==> src/rtl/instr_pkg.sv <==
// Shared types and constants for the instr_enc register-protocol encoder.
// Frame byte0 = {rw, high, addr[5:0]}, byte1 = data.
package instr_pkg;

   localparam int RW_BIT   = 7;
   localparam int HIGH_BIT = 6;
   localparam int ADDR_MSB = 5;

   localparam int WR_BYTES = 2;
   localparam int RD_BYTES = 4;

   localparam logic [7:0] DUMMY_BYTE = 8'h00;

   typedef enum logic [1:0] {
      IDLE,
      SEND,
      WAIT_RX,
      DONE
   } state_t;

   typedef struct packed {
      logic       write;
      logic       high;
      logic [5:0] addr;
      logic [7:0] wdata;
   } req_t;

endpackage

==> src/rtl/instr_enc_if.sv <==
// Request, byte-shifter and response signals of instr_enc.
// slave = encoder side, master = host/shifter side.
interface instr_enc_if;

   logic       req_valid;
   logic       req_ready;
   logic       req_write;
   logic       req_high;
   logic [5:0] req_addr;
   logic [7:0] req_wdata;
   logic       tx_valid;
   logic       tx_ready;
   logic [7:0] tx_data;
   logic       rx_valid;
   logic [7:0] rx_data;
   logic       rsp_valid;
   logic [7:0] rsp_rdata;
   logic       rsp_err;
   logic       busy;

   modport slave (
      input  req_valid, req_write, req_high, req_addr, req_wdata,
      input  tx_ready, rx_valid, rx_data,
      output req_ready, tx_valid, tx_data,
      output rsp_valid, rsp_rdata, rsp_err, busy
   );

   modport master (
      output req_valid, req_write, req_high, req_addr, req_wdata,
      output tx_ready, rx_valid, rx_data,
      input  req_ready, tx_valid, tx_data,
      input  rsp_valid, rsp_rdata, rsp_err, busy
   );

endinterface

==> src/rtl/instr_enc_frame.sv <==
// Combinational protocol byte select for the latched request.
// Reads append a filler command frame so the slave stays aligned.
module instr_enc_frame
   import instr_pkg::*;
#(
   parameter logic [7:0] FILL_CMD = 8'h00
) (
   input  req_t       rq,
   input  logic [1:0] idx,
   output logic [7:0] frame_byte
);

   always_comb begin
      frame_byte = DUMMY_BYTE;
      unique case (1'b1)
         idx == 2'd0: begin
            frame_byte[RW_BIT]       = rq.write;
            frame_byte[HIGH_BIT]     = rq.high;
            frame_byte[ADDR_MSB:0]   = rq.addr;
         end
         idx == 2'd1: frame_byte = rq.write ? rq.wdata : DUMMY_BYTE;
         idx == 2'd2: frame_byte = FILL_CMD;
         default:     frame_byte = DUMMY_BYTE;
      endcase
   end

endmodule

==> src/rtl/instr_enc.sv <==
// Host-side instruction encoder: serialises register requests into bytes.
// Define INSTR_ENC_TIMEOUT_EN for the per-byte handshake timeout/abort.
module instr_enc
   import instr_pkg::*;
#(
   parameter int         TIMEOUT_CYC = 1024,
   parameter logic [7:0] FILL_CMD    = 8'h00
) (
   input logic        clk,
   input logic        rst,
   instr_enc_if.slave bus
);

   state_t     state;
   req_t       rq;
   logic [1:0] idx;
   logic [7:0] rdata_q;
   logic [7:0] rdata_out;
   logic [7:0] byte_cur;
   logic       last;
   logic       tmo;

   instr_enc_frame #(
      .FILL_CMD(FILL_CMD)
   ) u_frame (
      .rq        (rq),
      .idx       (idx),
      .frame_byte(byte_cur)
   );

   assign last = idx == (rq.write ? 2'(WR_BYTES - 1) : 2'(RD_BYTES - 1));

   assign bus.req_ready = state == IDLE;
   assign bus.busy      = state != IDLE;
   assign bus.tx_valid  = state == SEND;
   assign bus.tx_data   = (state == SEND) ? byte_cur : 8'h00;
   assign bus.rsp_valid = state == DONE;
   assign bus.rsp_rdata = rdata_out;

`ifdef INSTR_ENC_TIMEOUT_EN
   localparam int CW = $clog2(TIMEOUT_CYC + 1);

   logic [CW-1:0] cnt;
   logic          err_q;
   logic          hs;

   assign hs  = (state == SEND && bus.tx_ready) ||
                (state == WAIT_RX && bus.rx_valid);
   assign tmo = (state == SEND || state == WAIT_RX) && !hs &&
                cnt == CW'(TIMEOUT_CYC - 1);

   // cnt clears on every state change into SEND/WAIT_RX
   always_ff @(posedge clk) begin
      if (rst || hs || state == IDLE || state == DONE)
         cnt <= '0;
      else
         cnt <= cnt + CW'(1);
      if (rst || state == DONE)
         err_q <= 1'b0;
      else if (tmo)
         err_q <= 1'b1;
   end

   assign bus.rsp_err = (state == DONE) && err_q;
`else
   assign tmo         = 1'b0;
   assign bus.rsp_err = 1'b0;
`endif

   always_ff @(posedge clk) begin
      if (rst) begin
         state     <= IDLE;
         rq        <= '0;
         idx       <= '0;
         rdata_q   <= '0;
         rdata_out <= '0;
      end else begin
         unique case (state)
            IDLE: begin
               if (bus.req_valid) begin
                  rq      <= '{bus.req_write, bus.req_high,
                               bus.req_addr, bus.req_wdata};
                  idx     <= '0;
                  rdata_q <= '0;
                  state   <= SEND;
               end
            end
            SEND: begin
               if (bus.tx_ready) begin
                  state <= WAIT_RX;
               end else if (tmo) begin
                  rdata_out <= '0;
                  state     <= DONE;
               end
            end
            WAIT_RX: begin
               if (bus.rx_valid) begin
                  // slave answers the B1 read strobe during frame B2
                  if (!rq.write && idx == 2'd2)
                     rdata_q <= bus.rx_data;
                  idx <= idx + 2'd1;
                  if (last) begin
                     rdata_out <= rq.write ? 8'h00 : rdata_q;
                     state     <= DONE;
                  end else begin
                     state <= SEND;
                  end
               end else if (tmo) begin
                  rdata_out <= '0;
                  state     <= DONE;
               end
            end
            DONE: begin
               idx   <= '0;
               state <= IDLE;
            end
            default: state <= IDLE;
         endcase
      end
   end

endmodule

==> src/flat_wrapper.sv <==
// flat-port wrapper written by rule: the top's interface ports become plain ports
module instr_enc_flat import instr_pkg::*;
#(
   parameter int         TIMEOUT_CYC = 1024,
   parameter logic [7:0] FILL_CMD    = 8'h00
)
  (clk, rst, bus_req_valid, bus_req_write, bus_req_high, bus_req_addr, bus_req_wdata, bus_tx_ready, bus_rx_valid, bus_rx_data, bus_req_ready, bus_tx_valid, bus_tx_data, bus_rsp_valid, bus_rsp_rdata, bus_rsp_err, bus_busy);
  instr_enc_if bus_i ();
  input logic clk;
  input logic rst;
  input wire logic [$bits(bus_i.req_valid)-1:0] bus_req_valid;
  input wire logic [$bits(bus_i.req_write)-1:0] bus_req_write;
  input wire logic [$bits(bus_i.req_high)-1:0] bus_req_high;
  input wire logic [$bits(bus_i.req_addr)-1:0] bus_req_addr;
  input wire logic [$bits(bus_i.req_wdata)-1:0] bus_req_wdata;
  input wire logic [$bits(bus_i.tx_ready)-1:0] bus_tx_ready;
  input wire logic [$bits(bus_i.rx_valid)-1:0] bus_rx_valid;
  input wire logic [$bits(bus_i.rx_data)-1:0] bus_rx_data;
  output wire logic [$bits(bus_i.req_ready)-1:0] bus_req_ready;
  output wire logic [$bits(bus_i.tx_valid)-1:0] bus_tx_valid;
  output wire logic [$bits(bus_i.tx_data)-1:0] bus_tx_data;
  output wire logic [$bits(bus_i.rsp_valid)-1:0] bus_rsp_valid;
  output wire logic [$bits(bus_i.rsp_rdata)-1:0] bus_rsp_rdata;
  output wire logic [$bits(bus_i.rsp_err)-1:0] bus_rsp_err;
  output wire logic [$bits(bus_i.busy)-1:0] bus_busy;
  assign bus_i.req_valid = bus_req_valid;
  assign bus_i.req_write = bus_req_write;
  assign bus_i.req_high = bus_req_high;
  assign bus_i.req_addr = bus_req_addr;
  assign bus_i.req_wdata = bus_req_wdata;
  assign bus_i.tx_ready = bus_tx_ready;
  assign bus_i.rx_valid = bus_rx_valid;
  assign bus_i.rx_data = bus_rx_data;
  assign bus_req_ready = bus_i.req_ready;
  assign bus_tx_valid = bus_i.tx_valid;
  assign bus_tx_data = bus_i.tx_data;
  assign bus_rsp_valid = bus_i.rsp_valid;
  assign bus_rsp_rdata = bus_i.rsp_rdata;
  assign bus_rsp_err = bus_i.rsp_err;
  assign bus_busy = bus_i.busy;
  instr_enc #(.TIMEOUT_CYC(TIMEOUT_CYC), .FILL_CMD(FILL_CMD)) u_core (.clk(clk), .rst(rst), .bus(bus_i));
endmodule
==> config.mk <==
export PLATFORM = sky130hd
export DESIGN_NAME = instr_enc_flat
export DESIGN_NICKNAME = d
export VERILOG_FILES = /design/src/rtl/instr_pkg.sv /design/src/rtl/instr_enc_if.sv /design/src/rtl/instr_enc_frame.sv /design/src/rtl/instr_enc.sv /design/src/flat_wrapper.sv
export SDC_FILE = /design/constraint.sdc
export NUM_CORES = 1
export LEC_CHECK = 0
export CAP_MARGIN = 20
export CORE_ASPECT_RATIO = 1.4
export CORE_MARGIN = 10
export CORE_UTILIZATION = 50
export CTS_CLUSTER_SIZE = 14
export DETAILED_ROUTE_END_ITERATION = 12
export PLACE_DENSITY_LB_ADDON = 0.12
export SYNTH_ARGS = -nofsm -noshare
export SYNTH_HDL_FRONTEND = slang
export SYNTH_HIERARCHICAL = 1
export SYNTH_SLANG_ARGS = --single-unit
==> constraint.sdc <==
create_clock -name clk -period 2.4 [get_ports clk]
set_input_delay 0.48 -clock clk [delete_from_list [all_inputs] [get_ports clk]]
set_output_delay 0.48 -clock clk [all_outputs]
set_load 0.1 [all_outputs]
Word-level counts from Yosys, hierarchy flattened
Cells that the tools add are included.
{"block": "totals", "regBits": 36, "mem_count": 0, "latchBits": 0, "wordCells": 48, "in_bits": 29, "mem_bits_rw": 0, "romBits": 0, "output_inout_bits": 21}
{"block": "op_classes", "shift": 0, "div_mod_pow": 0, "n_addsub": 1, "multipliers": 0, "mux": 17, "n_eq_ne": 10, "n_reduce_logical": 12, "bitwise_logic": 0, "magnitude_cmp": 0}
{"cell": "$mux 8", "count": 6}
{"cell": "$pmux 8 s2", "count": 2}
{"cell": "$mux 2", "count": 7}
{"cell": "$reduce_and 3->1", "count": 3}
{"cell": "$pmux 2 s4", "count": 1}
{"cell": "$eq 2x2->1 const B", "count": 3}
{"cell": "$ne 2x2->1 const B", "count": 3}
{"cell": "$pmux 2 s3", "count": 1}
{"cell": "$eq 2x1->1 const B", "count": 2}
{"cell": "$logic_not 2->1", "count": 2}
{"cell": "$reduce_and 4->1", "count": 1}
{"cell": "$reduce_bool 2->1", "count": 2}
{"cell": "$reduce_bool 3->1", "count": 1}
{"cell": "$add 2x1->2 const B", "count": 1}
{"cell": "$eq 2x2->1", "count": 1}
{"cell": "$ne 2x1->1 const B", "count": 1}
{"cell": "$reduce_and 2->1", "count": 1}
{"cell": "$logic_and 1x1->1", "count": 1}
{"cell": "$logic_not 1->1", "count": 1}

Longest topological paths before layout
{"block": "depth", "word_depth": 5, "depth_mapped": 5}

Hierarchy
The synthesis kept the hierarchy.
{"mod": "instr_enc", "area_each_um2": 1567.8, "instances": 1, "cells_each": 174, "seq_area_each_um2": 720.7}
{"mod": "instr_enc_frame", "area_each_um2": 123.9, "instances": 1, "cells_each": 15, "seq_area_each_um2": 0.0}

Least setup slack after synthesis
OpenSTA, ideal clock, no wires.
{"block": "synth_timing", "path_type": "register -> output", "from": "register u_core.state[0]", "to": "output port bus_tx_data[0]", "required_time_ns": 1.920, "path_stages_with_launch": 5, "path_slack_ns": -0.541, "arrival_time_ns": 2.461, "cell_sequence": "dfxtp_1 > buf_2 > and2b_1 > clkbuf_1 > and2_1"}
{"block": "synth_between", "elab_chain_len": 2}
{"element": "start, declared", "line": "instr_enc.sv:14", "text": "state_t state;"}
{"element": "start signal, assigned", "line": "instr_enc.sv:72", "text": "state <= IDLE;"}
{"element": "start signal, assigned", "line": "instr_enc.sv:85", "text": "state <= SEND;"}
{"element": "start signal, assigned", "line": "instr_enc.sv:90", "text": "state <= WAIT_RX;"}
{"element": "$eq 2x1->1"}
{"element": "net bus_tx_valid", "line": "flat_wrapper.sv:20", "text": "output wire logic [$bits(bus_i.tx_valid)-1:0] bus_tx_valid;"}
{"element": "$mux 8", "line": "instr_enc.sv:36", "text": "assign bus.tx_data = (state == SEND) ? byte_cur : 8'h00;"}
{"element": "end, declared", "line": "flat_wrapper.sv:21", "text": "output wire logic [$bits(bus_i.tx_data)-1:0] bus_tx_data;"}
The timed path passes the listed nets, and every way through them passes these cells.

Worst setup path in the final report
{"block": "layout_timing", "from": "register u_core/rq[15] (netlist name)", "to": "output port bus_tx_data[4]"}
{"block": "layout_between", "elab_chain_len": 3}
{"element": "$mux 8", "line": "instr_enc_frame.sv:21", "text": "idx == 2'd1: frame_byte = rq.write ? rq.wdata : DUMMY_BYTE;"}
{"element": "$pmux 8 s2", "line": "instr_enc_frame.sv:15", "text": "unique case (1'b1)"}
{"element": "net u_core.byte_cur[4]", "line": "instr_enc.sv:19", "text": "logic [7:0] byte_cur;"}
{"element": "$mux 8", "line": "instr_enc.sv:36"}
The timed path passes the listed nets, and every way through them passes these cells.

==> flow_summary.ini <==
[place]
preCtsSetupSlack_ps = 50.7
portBuffers = 48
gp_congestion = 0.802
dp_hpwl_um = 3530
placedCellCount = 264

[synthesis]
netlist_instances = 189
yosysUniqueCellTypes = 38
synth_seq_area_share = 0.426
syn_avg_cell_area_um2 = 8.95
synthFlopType = dfxtp_1
synthArstFlopShare = 0
ys_ff_latch = 36
syn_nets = 219
ys_warn_count = 6
syn_area_um2 = 1690
synth-edff-count = 0

[sta]
maxSlewViolCount = 0
fmax_ghz = 0.448
fin_crit_ps = 2230
setup_tns_ps = 0
slew_headroom = 0.638
period_share = 0.930
tightest_slew_ps = 543
rsz0062_at_grt = no
timing.final.ws_setup_ps = 169
whs_ps = 461
skew_ps = 6.10
hold_violations = 0
setup-violations-final = 0

[floorplan]
start_util = 0.531
die_w_um = 69.2
rows = 24
dieHeight_um = 88.8
coreArea_um2 = 3180
pin_count = 50
die_area_um2 = 6140

[grt]
grt_pass1_vias = 1540
grt_max_degree = 20
grt_use_total = 0.147
grt_overflow = 0
antenna_found_initial = 0
grt_pass1_wl_um = 7560

[power_and_ir_drop]
finalPower_uw = 1450
powerDensity_nw_per_um2 = 620
p_leak_uw = 0.000997
worst_ir_drop_vdd_uv = 603

[setup_path]
cp-start-kind = register
timing.rr.start = u_core/rq[15]
path_class = reg2out
ff2ff_path_depth = 3
slowest_stage = dfxtp_1
crit_cells = 4
timing.critical_path.cells = and2_4, a32o_2, and2_2, buf_12
critical_path_arrival_ps = 1750
crit_fanout = 15
endpoint = bus_tx_data[4]
max_stage_delay_ps = 660
r2r_end = u_core/bus.rsp_rdata[5]
rrSetupSlack_ps = 580
crit_buf_inv = 1
crit_path_end_kind = output port
crit_family = flip-flops
critPathLaunch = u_core/rq[15]
cp.required_ps = 1920

[clock_tree]
cts_resized = 0
cts_setup_buffers = 0
cts_max_path_buffers = 2
cts_tree = built
root_buffer = clkbuf_8
postCtsHoldBufs = 0
cts_buffers = 5
clk_pin_slew_ps = 70
htreeDepth = 2
clock_latency_ps = 290
cts.sinks = 36

[detailed_routing]
wl_per_cell_um = 16.9
drc = 0
ant_nets = 0
via_per_inst = 5.44
routed_wl_um = 4600
drt_first_pass_iters = 4
via_count = 1480
drtIter0Drc = 99

[status]
outcome = finished clean

[final_layout]
n_antenna_cell = 0
fillers = 260
final_cells = 272
layout.nets = 262
syn_to_final_growth_pct = 38.6
drive_gt1_frac = 0.219

[worst_hold_path]
hold_class = reg2reg

[flow_run]
drv_cap = 0
## worst register-to-register path, stage by stage, from the launching register on
cell	delay, ps
dfxtp_1	660
xor2_1	230
or3b_1	590
mux2i_1	270
## stage by stage
stage,util,instance area (µm²)
after floorplan,-,1700
after global placement,0.702,2230
after detailed placement,0.702,2230
after CTS,0.737,2340
after global routing,0.737,2340
final,0.737,2340
## report_power, final
part	internal (µW)	total, µW	switching, µW
logic	117	282	165
registers	618	643	24.1
clock network	307	530	222
## cell usage in the layout, fill, tap and decap left out, types with 2 or more instances in the layout
cell	count
a21oi_1	19
a22o_1	8
a32o_2	6
and2_2	8
and2b_1	2
buf_12	10
buf_4	12
clkbuf_8	5
clkdlybuf4s50_1	28
dfxtp_1	36
inv_1	5
mux2i_1	8
nand2_1	44
nand2b_1	3
nand3b_1	8
nor2_1	3
o211ai_1	3
xor2_1	2
## worst min-delay path by stage
stage                              from  slack (ps)       endpoint  cells after the start
after detailed placement  u_core/rq[12]         450  u_core/rq[12]                      2
after global placement     u_core/rq[5]         440   u_core/rq[5]                      2
final                      u_core/rq[5]         460   u_core/rq[5]                      2
after floorplan            u_core/rq[7]         430   u_core/rq[7]                      2
after CTS                 u_core/rq[12]         460  u_core/rq[12]                      2
after global routing       u_core/rq[5]         470   u_core/rq[5]                      2
## Yosys cell counts, types with 4 or more instances
library cell  number  area share
a21oi_1           19       0.056
nand2_1           44       0.098
a32o_2             6       0.040
and2_1             9       0.033
dfxtp_1           36        0.43
inv_1              5       0.011
clkbuf_1           4      0.0089
a22o_1             8       0.041
nand3b_1           8       0.036
buf_2              4       0.012
mux2i_1            8       0.047
## layer usage
metal / wire [µm] / GRT usage
met5: 0 / 0
met4: 71 / 0.0606
met3: 226 / 0.0404
met2: 2450 / 0.279
met1: 1860 / 0.149
## kinds of logic after synthesis
group                    synth area share
flip-flops                          0.426
multiplexers                       0.0473
AND/OR/NAND/NOR                     0.266
AO/OA/AOI/OAI                       0.176
buffers and inverters              0.0651
adder cells (fa/ha/maj)           0.00740
other                             0.00222
XOR/XNOR                           0.0104
## state kept, by name, summed over array words and instances, names as in the netlist
| signal | flops |
|---|---|
| u_core/bus.rsp_rdata | 8 |
| u_core/idx | 2 |
| u_core/rdata_q | 8 |
| u_core/rq | 16 |
| u_core/state | 2 |
## final cells by class
type / instances / area (µm²) / area share
Inverter: 6 / 22.5 / 0.00961
Multi-Input combinational cell: 133 / 871 / 0.371
Timing Repair Buffer: 50 / 571 / 0.243
Sequential cell: 36 / 721 / 0.307
Clock buffer: 5 / 68.8 / 0.0293
Clock inverter: 3 / 42.5 / 0.0181
Tap cell: 39 / 48.8 / 0.0208
(Power assumes the default switching activity.)
==> edit 1 (config.mk and constraints unchanged) <==
Encoding of `state_t`: now one-hot (4 bits for 4 states).
--- a/src/rtl/instr_pkg.sv
+++ b/src/rtl/instr_pkg.sv
@@ -12,9 +12,9 @@
    localparam logic [7:0] DUMMY_BYTE = 8'h00;
 
-   typedef enum logic [1:0] {
-      IDLE,
-      SEND,
-      WAIT_RX,
-      DONE
+   typedef enum logic [3:0] {
+      IDLE    = 4'b0001,
+      SEND    = 4'b0010,
+      WAIT_RX = 4'b0100,
+      DONE    = 4'b1000
    } state_t;
 
Formal check against the unedited RTL: no difference found for any inputs over 10 cycles, from zero or initial values and one cycle with rst high; not proved beyond that.
==> edit 1 against the original RTL <==
- worst setup slack worse by 0.029 ns
- utilization grew 1.6 points
- wire length decreased by 3.0%
- critical path type is now flip-flop to flip-flop
- fmax shrank 1.3%
- highest routed layer unchanged
- area after synthesis rose by 6.1%
- power up 20%
- global-route usage down 0.56 points
- sequential cell count is 2 higher
- cell area increased by 9.5%
==> edit 1: results <==
[run_status]
outcome = "finished, final reports clean"

[die]
die_area_sq_um = 6420

[critical_path]
critPathSlowestCell = "or4b_4"
timing.rr.end = "u_core/bus.rsp_rdata[3]"
reg2reg_depth = 4
r2r_start = "u_core/state[1]"

[logic_synthesis]
seq_area_frac_synth = 0.424
synth_cell_types = 37
synth_cells = 215
syn_nets = 245
muxShareOfSynthArea = 0.0557
synth_fa_ha_area_frac = 0.00697
synth_xor_area_frac = 0.00488
synth-compound-area-share = 0.142

[power]
power_leakage_uw = 0.000993
vdd_drop_max_uv = 621

[finish]
fillers = 258
drive_above_1_share = 0.236
final_cell_area_sq_um = 2570
finalNonFillerCells = 303

[grt]
grt_usage = 0.142
grt_pass1_vias = 1663
grt_pass1_wl_mm = 7.71

[placement]
post-place-ws_ns = 0.0608
place_hpwl_mm = 3.25
placed_cells = 295

[drt]
wire_per_inst_um = 14.7
vias = 1600

[sta]
relSlewSlack = 0.600
hold_ws_ns = 0.461
-- edit 1: changes by cell type in the layout (fill, tap and decap cells not counted), moves of 6 or more --
cell	change
a21oi_1	+9
nand3b_1	-8
nand2_1	+6
nand2b_1	+7
a22o_1	-8
-- edit 1: metal layers --
layer,global-route usage,part of all wire
met1,0.160,0.43
met2,0.233,0.49
met3,0.0561,0.072
met4,0.0502,0.0065
met5,0,0
-- edit 1: layout make-up --
cell class / count / area share
timing repair buffer: 55 / 0.242
multi-input combinational: 157 / 0.378
sequential: 38 / 0.296
inverter: 5 / 0.00877
clock inverter: 2 / 0.0234
tap: 40 / 0.0195
clock buffer: 6 / 0.0322
-- edit 1: cell families after synthesis --
group,count (synthesis)
xor+xnor,1
other cells,1
buf+inv,20
flops,38
fa+ha+maj,1
simple gates,103
mux,10
compound gates,41
-- edit 1: power by group through the flow --
stage	combinational (uW)	clock [uW]	sequential [uW]
after floorplan	271	0	693
after global placement	393	0	698
after detailed placement	396	0	698
after CTS	397	684	684
after global routing	427	708	689
final	395	669	684
==> edit 2 (same settings) <==
Without the edit above. Add a define of `INSTR_ENC_TIMEOUT_EN`.
--- a/src/rtl/instr_enc.sv
+++ b/src/rtl/instr_enc.sv
@@ -1,4 +1,6 @@
 // Host-side instruction encoder: serialises register requests into bytes.
 // Define INSTR_ENC_TIMEOUT_EN for the per-byte handshake timeout/abort.
+`define INSTR_ENC_TIMEOUT_EN
+
 module instr_enc
    import instr_pkg::*;
Behaviour: same outputs for any inputs over 10 cycles, from zero or initial values and one cycle with rst high; that may be too few to reach the edited logic, so the function may still have changed.
==> edit 2 against the original RTL <==
- count of clock-buffer cells in the layout did not move
- sequential cell count rose by 12
- utilization fell by 3.0 points
- area after synthesis rose by 33%
- fmax rose by 6.1%
- worst setup slack improved by 0.13 ns
- register-to-register slack got worse by 0.13 ns
- critical path depth did not move
- wire length rose by 19%
- clock power rose by 11%
- cell area rose by 29%
- power rose by 89%
- critical endpoint is now bus_tx_data[0]
- largest power group is now combinational cells
==> edit 2: results <==
[logic_synthesis]
synth_common_cells = "dfxtp_1 (48), nand2_1 (39), a21oi_1 (23)"
async_flop_share = 0
synth.area.top_cells = "dfxtp_1 (43%), nand2_1 (6.5%), a21oi_1 (5.1%)"
synth_cell_types = 35
avgSynthCellArea_sq_um = 8.75
seq_area_frac_synth = 0.427
syn_nets = 293

[drt]
initialDrtViolationCount = 122
viasPerCell = 5.20
remaining_drc_errors = 0
wl_mm = 5.45

[run_status]
outcome = "finished, final reports clean"

[finish]
fillers = 342
drive_above_1_share = 0.176
finalNonFillerCells = 367
nNetsFinal = 342

[clock_tree]
h-tree-depth = 2
cts_setup_buffers = 0
path_clk_slew_ns = 0.09

[grt]
grt_pass1_wl_mm = 8.96
grt_pass1_vias = 1792
grt_start_max_net_pins = 37
grt_usage = 0.142

[sta]
slew_viol_final = 0
relSlewSlack = 0.635
finalClockSkew_ns = 0.00439
setup_violations = 0

[critical_path]
critPathArrivalTime_ns = 1.62
cpPeakStageDelay_ns = 0.54
crit_family = "flip-flops"
crit_path_max_fanout = 7

[placement]
gp_congestion = 0.916
place_hpwl_mm = 4.02
portBuffers = 49
placed_cells = 359

[power]
power_leakage_uw = 0.00117
vdd_drop_max_uv = 773
==> edit 2: final timing paths <==
path / startpoint / end / slack [ns] / cells after the start
hold reg to reg: u_core/rq[7] / u_core/rq[7] / 0.45 / 2
setup reg to reg: u_core/state[1] / u_core/bus.rsp_rdata[2] / 0.45 / 7
setup / recovery: u_core/rq[15] / bus_tx_data[0] / 0.30 / 4
hold / removal: u_core/rq[7] / u_core/rq[7] / 0.45 / 2
==> edit 2: layer usage <==
| metal | vias up | track usage | share of wire |
|---|---|---|---|
| met2 | 45 | 0.250 | 0.52 |
| met1 | 871 | 0.164 | 0.43 |
| met3 | 6 | 0.0342 | 0.040 |
| met5 | - | 0 | 0 |
| li1 | 985 | - | - |
| met4 | 0 | 0.0445 | 0.010 |
==> edit 2: logic make-up after synthesis <==
kind of cell,Yosys count,synth area share
AOI/OAI and AO/OA,48,0.152
xor gates and xnor gates,9,0.0351
adders and majority gates,7,0.0390
buffers and inverters,18,0.0339
DFF,48,0.427
muxes,8,0.0356
and+or+nand+nor,119,0.277
==> edit 2: area by class of cell <==
cell class | instances | area [sq um] | share of cell area
multi-input combinational | 191 | 1220 | 0.405
inverter | 6 | 22.5 | 0.00746
sequential | 48 | 961 | 0.318
timing repair buffer | 54 | 626 | 0.207
tap | 60 | 75.1 | 0.0249
clock buffer | 5 | 68.8 | 0.0228
clock inverter | 3 | 42.5 | 0.0141
==> edit 2: through the flow <==
stage          setup TNS (ns)  power [uW]  utilization  cell area (sq um)  setup WS [ns]
3_3_place_gp                0        2190        0.680               2910          0.174
6_report                    0        2750        0.706               3020          0.297
3_5_place_dp                0        2190        0.680               2910          0.134
5_1_grt                     0        2900        0.706               3020          0.189
4_1_cts                     0        2780        0.706               3020          0.271
2_1_floorplan          -0.852        1800            -               2260         -0.108
==> edit 2: worst min-delay path, delay by kind of cell (launching register included) <==
| family | cells | cell delay (ns) |
|---|---|---|
| AO/OA/AOI/OAI | 1 | 0.05 |
| AND/OR/NAND/NOR | 1 | 0.05 |
| flip-flops | 1 | 0.31 |
==> edit 2: power by group <==
group	internal, uW	switching [uW]
Sequential	880	72.9
Clock	309	280
Combinational	466	747
Total	1650	1100
